## src/rtl/pwl_act.sv

```systemverilog
// Piecewise-linear sigmoid/tanh, 3-stage valid/ready pipeline with global stall.
// Define PWL_ACT_TANH_EN to compile in the tanh path (S1 doubling, S3 2s-1 fold).
module pwl_act #(
  parameter int DATA_WIDTH  = 16,
  parameter int FRACT_WIDTH = 12,
  parameter int TAG_WIDTH   = 4
) (
  input  logic                  clk,
  input  logic                  rst,
  input  logic                  in_valid,
  output logic                  in_ready,
  input  logic [DATA_WIDTH-1:0] in_data,
  input  logic                  in_mode,
  input  logic [TAG_WIDTH-1:0]  in_tag,
  output logic                  out_valid,
  input  logic                  out_ready,
  output logic [DATA_WIDTH-1:0] out_data,
  output logic [TAG_WIDTH-1:0]  out_tag
);

  localparam int W = DATA_WIDTH;
  localparam int F = FRACT_WIDTH;

  localparam longint L_ONE  = longint'(1) << F;
  localparam longint L_HI   = longint'(5) << F;
  localparam longint L_MID  = longint'(19) << (F - 3);
  localparam longint L_OFS2 = (longint'(27) << F) >> 5;
  localparam longint L_OFS1 = longint'(5) << (F - 3);
  localparam longint L_OFS0 = longint'(1) << (F - 1);
  localparam longint L_MAX  = (longint'(1) << (W - 1)) - 1;

  localparam logic [W-1:0] C_ONE  = W'(L_ONE);
  localparam logic [W-1:0] C_HI   = W'(L_HI);
  localparam logic [W-1:0] C_MID  = W'(L_MID);
  localparam logic [W-1:0] C_OFS2 = W'(L_OFS2);
  localparam logic [W-1:0] C_OFS1 = W'(L_OFS1);
  localparam logic [W-1:0] C_OFS0 = W'(L_OFS0);
  localparam logic [W-1:0] C_MAX  = W'(L_MAX);
  localparam logic [W-1:0] C_MIN  = ~C_MAX;

  logic                 w_adv;
  logic                 w_acc;
  logic                 w_neg;
  logic                 w_mode;
  logic [W-1:0]         w_abs;
  logic [W-1:0]         w_a;
  logic [W-1:0]         w_s;
  logic [W-1:0]         w_out;

  logic                 r1_v, r2_v, r3_v;
  logic [W-1:0]         r1_a, r2_s, r3_d;
  logic                 r1_neg, r2_neg;
  logic                 r1_mode, r2_mode;
  logic [TAG_WIDTH-1:0] r1_tag, r2_tag, r3_tag;

  assign w_adv    = !r3_v || out_ready;
  assign in_ready = rst && w_adv;
  assign w_acc    = in_valid && in_ready;

  // S1: magnitude, saturating the most negative input
  assign w_neg = in_data[W-1];
  always_comb begin
    w_abs = in_data;
    if (in_data == C_MIN)
      w_abs = C_MAX;
    else if (w_neg)
      w_abs = W'(0) - in_data;
  end

`ifdef PWL_ACT_TANH_EN
  logic [W:0] w_dbl;
  assign w_mode = in_mode;
  assign w_dbl  = {1'b0, w_abs} << 1;
  always_comb begin
    w_a = w_abs;
    if (w_mode)
      w_a = (w_dbl > {1'b0, C_MAX}) ? C_MAX : w_dbl[W-1:0];
  end
`else
  logic w_unused_mode;
  assign w_unused_mode = in_mode;
  assign w_mode = 1'b0;
  assign w_a    = w_abs;
`endif

  // S2: segment select, lower bounds inclusive
  always_comb begin
    w_s = C_ONE;
    unique case (1'b1)
      (r1_a >= C_HI):                  w_s = C_ONE;
      (r1_a >= C_MID && r1_a < C_HI):  w_s = (r1_a >> 5) + C_OFS2;
      (r1_a >= C_ONE && r1_a < C_MID): w_s = (r1_a >> 3) + C_OFS1;
      (r1_a < C_ONE):                  w_s = (r1_a >> 2) + C_OFS0;
    endcase
  end

  // S3: sign fold; s lies in [0.5, 1.0] so none of these wrap
`ifdef PWL_ACT_TANH_EN
  logic [W-1:0] w_t;
  always_comb begin
    w_t   = (r2_s << 1) - C_ONE;
    w_out = r2_neg ? (C_ONE - r2_s) : r2_s;
    if (r2_mode)
      w_out = r2_neg ? (W'(0) - w_t) : w_t;
  end
`else
  logic w_unused_m2;
  assign w_unused_m2 = r2_mode;
  assign w_out = r2_neg ? (C_ONE - r2_s) : r2_s;
`endif

  always_ff @(posedge clk) begin
    if (!rst) begin
      r1_v    <= 1'b0;
      r2_v    <= 1'b0;
      r3_v    <= 1'b0;
      r1_a    <= '0;
      r2_s    <= '0;
      r3_d    <= '0;
      r1_neg  <= 1'b0;
      r2_neg  <= 1'b0;
      r1_mode <= 1'b0;
      r2_mode <= 1'b0;
      r1_tag  <= '0;
      r2_tag  <= '0;
      r3_tag  <= '0;
    end else if (w_adv) begin
      r1_v    <= w_acc;
      r1_a    <= w_a;
      r1_neg  <= w_neg;
      r1_mode <= w_mode;
      r1_tag  <= in_tag;
      r2_v    <= r1_v;
      r2_s    <= w_s;
      r2_neg  <= r1_neg;
      r2_mode <= r1_mode;
      r2_tag  <= r1_tag;
      r3_v    <= r2_v;
      r3_d    <= w_out;
      r3_tag  <= r2_tag;
    end
  end

  assign out_valid = r3_v;
  assign out_data  = r3_d;
  assign out_tag   = r3_tag;

endmodule

```

## config.mk

```make
export PLATFORM = sky130hd
export DESIGN_NAME = pwl_act
export DESIGN_NICKNAME = d
export VERILOG_FILES = /design/src/rtl/pwl_act.sv
export SDC_FILE = /design/constraint.sdc
export NUM_CORES = 1
export LEC_CHECK = 0
export CAP_MARGIN = 20
export CORE_AREA = 2 2 85 87
export DETAILED_ROUTE_END_ITERATION = 6
export DIE_AREA = 0 0 87 89
export PLACE_DENSITY = 0.75
export SLEW_MARGIN = 20
export SYNTH_ARGS = -nofsm -noshare
export SYNTH_HDL_FRONTEND = slang
export SYNTH_SLANG_ARGS = --single-unit
```

## constraint.sdc

```tcl
create_clock -name clk -period 1.93 [get_ports clk]
set_clock_uncertainty 0.15 [all_clocks]
set_input_delay 0.193 -clock clk [delete_from_list [all_inputs] [get_ports clk]]
set_output_delay 0.193 -clock clk [all_outputs]
set_load 0.005 [all_outputs]
```

==> results.ini, run 1 <==
[run_status]
outcome = finished, violations left
failed_checks = negative setup slack

[route]
drc_errors = 0
via_per_inst = 5.57
ant_nets = 0
drt-initial-drc-count = 143
drt_wl_total_mm = 8.26
via_count = 3094
wire_per_inst_um = 14.9
first_pass_iters = 5

[pwr]
fin_total_pwr_mw = 3.80
p_clk_share_pct = 36.8
power_frac_seq_pct = 39.9
peakVddDrop_v = 0.000391
power_frac_comb_pct = 23.3
powerDensity_mw_per_mm2 = 826
leakagePower_nw = 1.91
p_sw_mw = 0.991
sw_frac_of_total_pct = 26.1
internal-power_mw = 2.81

[finish]
final_layout_size_suffix_gt1_share_pct = 24.4
fin_nets = 505
finish.utilization_pct = 68.5
antenna_cells = 0
area_growth_pct = 42.7

[die]
ios = 47
core_area_mm2 = 0.00672
start_util_pct = 48.0
dieArea_mm2 = 0.00774
die_w_um = 87
rows = 30
die_h_um = 89

[critical_path]
crit_start = r1_a[3]$_SDFFE_PN0N_
path_max_fanout = 6
timing.rr.start = r1_a[3]$_SDFFE_PN0N_
endpoint_kind = flip-flop
path_class = reg -> reg
cp.arrival_ns = 2.17
crit_path_start_kind = flip-flop
cp.required_ns = 2.07

[yosys]
netlist_top_cells_count = 64 x dfxtp_1, 51 x nand2_1, 33 x o21ai_0, 26 x a21oi_1, 22 x a21boi_0
synth_fp_nets = 407
yosys_warnings = 0
synth_cell_types = 49
synthCells = 372
yosys.area.top_type = dfxtp_1
yosys-top-cells-area = dfxtp_1 40%, nand2_1 5.9%, xor2_1 5.2%
synth-edff-count = 0
synthesis.area_mm2 = 0.00322
ys_seq_area_share_pct = 39.8
ys_seq_elements = 64
async_reset_ff_share_pct = 0
synth_flop_cell = dfxtp_1
yosysMostFrequentCell = dfxtp_1
synth_area_per_cell_um2 = 8.66
yosys.area.top_type_share_pct = 39.8

[clocking]
cts_buffer_depth = 2
clock_latency_ns = 0.34
h-tree-depth = 3
cts_tree = done
cts_sinks = 64
clk_pin_slew_ns = 0.06
root_buffer = clkbuf_8
cts_made_buffers = 9
ctsHoldBuffers = 0

[placed_design]
portBuffers = 45
gp_congestion = 0.879
place_ws_ns = -0.179
dpl.hpwl_mm = 5.64

[global_route]
grt_max_degree = 40
grt_pass1_wl_mm = 12.7
antenna_found_initial = 0
gr-total-overflow = 0
grt_pass1_vias = 2801
grt_usage_pct = 21.0

[timing]
min_period_over_period_pct = 105
report.final.setup_viol = 12
hold_violations = 0
rsz0062_at_grt = yes
fin_ws_ns = -0.103
layout_min_cycle_time_ns = 2.03
finalSetupTns_ns = -0.935
fmax_ghz = 0.492
slew_violations = 0
tightest_slew_ns = 0.584
relSlewSlack_pct = 61.0

[worst_hold_path]
worstHoldPathType = in -> reg
min_from = in_tag[3]

[run]
maxCapViolations = 0

## layout make-up
class                           instances  area (um2)
Inverter                               13        48.8
Sequential cell                        64        1290
Clock inverter                          5         104
Tap cell                               80         100
Clock buffer                           11         141
Fill cell                             527        2120
Timing Repair Buffer                  109         942
Multi-Input combinational cell        273        1970
## power by group through the flow
stage | sequential [mW] | clock, mW | combinational, mW
2_1_floorplan | 1.54 | 0 | 0.383
3_3_place_gp | 1.53 | 0 | 0.750
3_5_place_dp | 1.54 | 0 | 0.767
4_1_cts | 1.51 | 1.42 | 0.802
5_1_grt | 1.53 | 1.48 | 0.958
6_report | 1.52 | 1.40 | 0.886
## cells in the final DEF (no fill, tap or decap), types with 2 or more instances in the layout
master	count
o211a_1	6
nand3_1	3
a221o_1	11
or3_1	4
a22o_1	8
and3_1	4
nor2_1	7
nand3_2	3
o21ai_0	32
nor2_2	2
a21boi_0	22
nor4_2	2
or4_1	2
mux2i_1	2
buf_6	3
bufinv_16	3
nand2_1	51
xor2_1	19
ha_1	9
buf_4	60
inv_1	12
clkdlybuf4s50_1	44
xnor2_1	7
clkbuf_8	10
o41ai_1	2
dfxtp_1	60
nor2b_1	3
o31ai_1	9
nand2b_4	2
or4_4	3
a21oi_1	26
and2_1	2
nor2_4	2
dfxtp_2	3
## worst max-delay path, cell delays in order (launching register included)
cell and delay, ns:
dfxtp_2 0.32, or4_4 0.57, nor4_2 0.37, o21ai_2 0.13, nor2_2 0.16, buf_4 0.15
a221o_1 0.13
## cells by family (layout without fill, tap and decap cells)
family | Yosys count | count (layout) | share of synthesized area [%]
adders and majority gates | 10 | 10 | 3.88
buffers and inverters | 35 | 138 | 4.11
AOI/OAI and AO/OA | 131 | 131 | 28.7
muxes | 2 | 2 | 0.621
xor gates and xnor gates | 26 | 26 | 7.07
and+or+nand+nor | 104 | 104 | 15.9
DFF | 64 | 64 | 39.8
## path summary, 6_finish.rpt
kind         slack [ns]  cells past startpoint                       end
max reg2reg       -0.10                      6      r2_s[0]$_SDFFE_PN0N_
min                0.27                      3    r1_tag[3]$_SDFFE_PN0N_
min reg2reg        0.31                      2  out_data[0]$_SDFFE_PN0N_
max               -0.10                      6      r2_s[0]$_SDFFE_PN0N_
## sequential cells by signal, indices dropped and copies added, names as in the netlist, 4 cells and up
register,cells
out_tag,4
out_data,16
r1_a,16
r1_tag,4
r2_s,15
r2_tag,4
## metrics by stage
step                      instances  hold WS [ns]  instance area [um2]
after floorplan                 372         0.178                 3240
after global placement          537         0.298                 4170
after detailed placement        537         0.305                 4170
after CTS                       553         0.253                 4460
after global routing            555         0.273                 4600
final                           555         0.266                 4600
## per-layer routing
layer / GRT usage (%) / wire length, um
met1: 25.6 / 3610
met2: 35.8 / 4190
met3: 5.08 / 307
met4: 8.38 / 154
met5: 0 / 0
## timing repair
action,CTS,global route
buffers inserted,0,1
gates resized for setup,11,26
gates cloned,0,1
hold endpoints to repair,0,0
setup endpoints to repair,18,23
pin swaps,3,13
(Power assumes the default switching activity.)
==> run 2, diff against run 1 <==
==> config.mk (replaced) <==
export PLATFORM = sky130hd
export DESIGN_NAME = pwl_act
export DESIGN_NICKNAME = d
export VERILOG_FILES = /design/src/rtl/pwl_act.sv
export SDC_FILE = /design/constraint.sdc
export NUM_CORES = 1
export LEC_CHECK = 0
export CAP_MARGIN = 20
export CORE_AREA = 2 2 81 83
export DETAILED_ROUTE_END_ITERATION = 6
export DIE_AREA = 0 0 83 85
export MAX_ROUTING_LAYER = met4
export PLACE_DENSITY = 0.78
export SLEW_MARGIN = 25
export SYNTH_ARGS = -nofsm -noshare
export SYNTH_HDL_FRONTEND = slang
export SYNTH_SLANG_ARGS = --single-unit
==> constraint.sdc (replaced) <==
create_clock -name clk -period 2.3 [get_ports clk]
set_clock_uncertainty 0.15 [all_clocks]
set_input_delay 0.23 -clock clk [delete_from_list [all_inputs] [get_ports clk]]
set_output_delay 0.23 -clock clk [all_outputs]
set_load 0.005 [all_outputs]
==> results.ini, run 2 (synthesized netlist as in run 1, its figures left out) <==
[clocking]
cts_setup_buffers = 0
root_buffer = clkbuf_8
cts_tree = done
ctsHoldBuffers = 0
cts_resized = 0
clock_latency_ns = 0.32
clk_pin_slew_ns = 0.06
h-tree-depth = 3
cts_sinks = 64
cts_buffer_depth = 2
cts_made_buffers = 9

[critical_path]
cp_top_family = compound AO/OA/AOI/OAI gates
cp.required_ns = 2.35
endpoint_kind = flip-flop
cp_cell_sequence = inv_1, ha_1, nand4b_1, nor4_1, a2111oi_0, o31ai_1, a221o_1
path_max_fanout = 9
cp.arrival_ns = 2.24
path_class = reg -> reg
slowest_delay_ns = 0.48
crit_slowest_cell = dfxtp_1
crit_path_start_kind = flip-flop
cp_num_buf_inv = 1

[finish]
fin_nets = 460
final_layout_size_suffix_gt1_share_pct = 10.0
antenna_cells = 0
fillers = 540
area_growth_pct = 24.3
layout_commonest_cell = dfxtp_1
most-common-layout-cells = 64 x dfxtp_1, 51 x nand2_1, 45 x clkdlybuf4s50_1

[pwr]
powerDensity_mw_per_mm2 = 663
leakagePower_nw = 1.60
peakVddDrop_v = 0.000481
fin_total_pwr_mw = 2.66

[die]
dieArea_mm2 = 0.00706
ios = 47
core_area_mm2 = 0.00620
rows = 29
start_util_pct = 51.9
die_h_um = 85
die_w_um = 83

[timing]
report.final.setup_viol = 0
min_period_over_period_pct = 94.9
fin_ws_ns = 0.118
slew_violations = 0
fmax_ghz = 0.458
relSlewSlack_pct = 65.2
rsz0062_at_grt = no
finalSetupTns_ns = 0
tightest_slew_ns = 0.520
hold_violations = 0
layout_min_cycle_time_ns = 2.18

[route]
ant_nets = 0
via_count = 2851
wire_per_inst_um = 14.1
drt-initial-drc-count = 235
drt_wl_total_mm = 7.12
via_per_inst = 5.63
first_pass_iters = 5
drc_errors = 0

[global_route]
gr-total-overflow = 0
antenna_found_initial = 0
grt_usage_pct = 21.0
grt_pass1_wl_mm = 11.9
grt_max_degree = 35
grt_pass1_vias = 2535

[run]
maxCapViolations = 0

[placed_design]
gp_congestion = 0.881
place_ws_ns = -0.00219
dpl.hpwl_mm = 5.18
portBuffers = 45

[run_status]
outcome = completed

[worst_hold_path]
worstHoldPathType = reg -> reg

run 2: cell count changes in the layout (fill, tap and decap cells not counted), moves of 3 or more:
cell       before  now
buf_4          60   19
buf_6           3    0
bufinv_16       3    0
dfxtp_1        60   64
dfxtp_2         3    0
nand3_1         3    6
nand3_2         3    0
nor4_1          0    3
or4_1           2    5
or4_4           3    0
run 2: worst min-delay path: stages, from the launching register on:
cell and delay [ns]:
dfxtp_1 0.31, nand2_1 0.05, a21boi_0 0.06
run 2: through the flow:
stage | instance area, um2 | hold WS (ns) | cells | utilization (%)
3_3_place_gp | 3820 | 0.297 | 489 | 61.5
3_5_place_dp | 3820 | 0.305 | 489 | 61.5
4_1_cts | 3990 | 0.304 | 504 | 64.3
6_report | 4010 | 0.312 | 506 | 64.6
2_1_floorplan | 3220 | 0.215 | 372 | -
5_1_grt | 4010 | 0.314 | 506 | 64.6
run 2: power breakdown:
group	switching [mW]	total (mW)	internal [mW]	leakage, nW
Clock	0.406	0.847	0.441	0.0882
Sequential	0.0841	1.29	1.20	0.527
Combinational	0.244	0.524	0.280	0.985
Total	0.734	2.66	1.92	1.60
run 2: layout make-up:
cell class              count  area, um2  area share (%)
multi-input cells         273       1810            45.3
flip-flops and latches     64       1280            32.0
repair buffers             64        593            14.8
clock buffers              12        155            3.87
well taps                  77       96.3            2.40
inverters                  13       48.8            1.22
clock inverters             3       17.5           0.437
run 2: worst paths after layout:
| path | startpoint | to | slack, ns | cells past startpoint |
|---|---|---|---|---|
| max | r1_a[14]$_SDFFE_PN0N_ | r2_s[9]$_SDFFE_PN0N_ | 0.12 | 7 |
| min | r1_neg$_SDFFE_PN0N_ | r1_neg$_SDFFE_PN0N_ | 0.31 | 2 |
| max reg2reg | r1_a[14]$_SDFFE_PN0N_ | r2_s[9]$_SDFFE_PN0N_ | 0.12 | 7 |
| min reg2reg | r1_neg$_SDFFE_PN0N_ | r1_neg$_SDFFE_PN0N_ | 0.31 | 2 |
run 2: routing by layer:
layer / GRT usage [%] / vias up / wire, um
met4: 5.22 / 0 / 63
met3: 4.47 / 6 / 251
met2: 34.0 / 63 / 3370
met5: - / - / 0
met1: 26.9 / 1333 / 3440
li1: - / 1449 / -
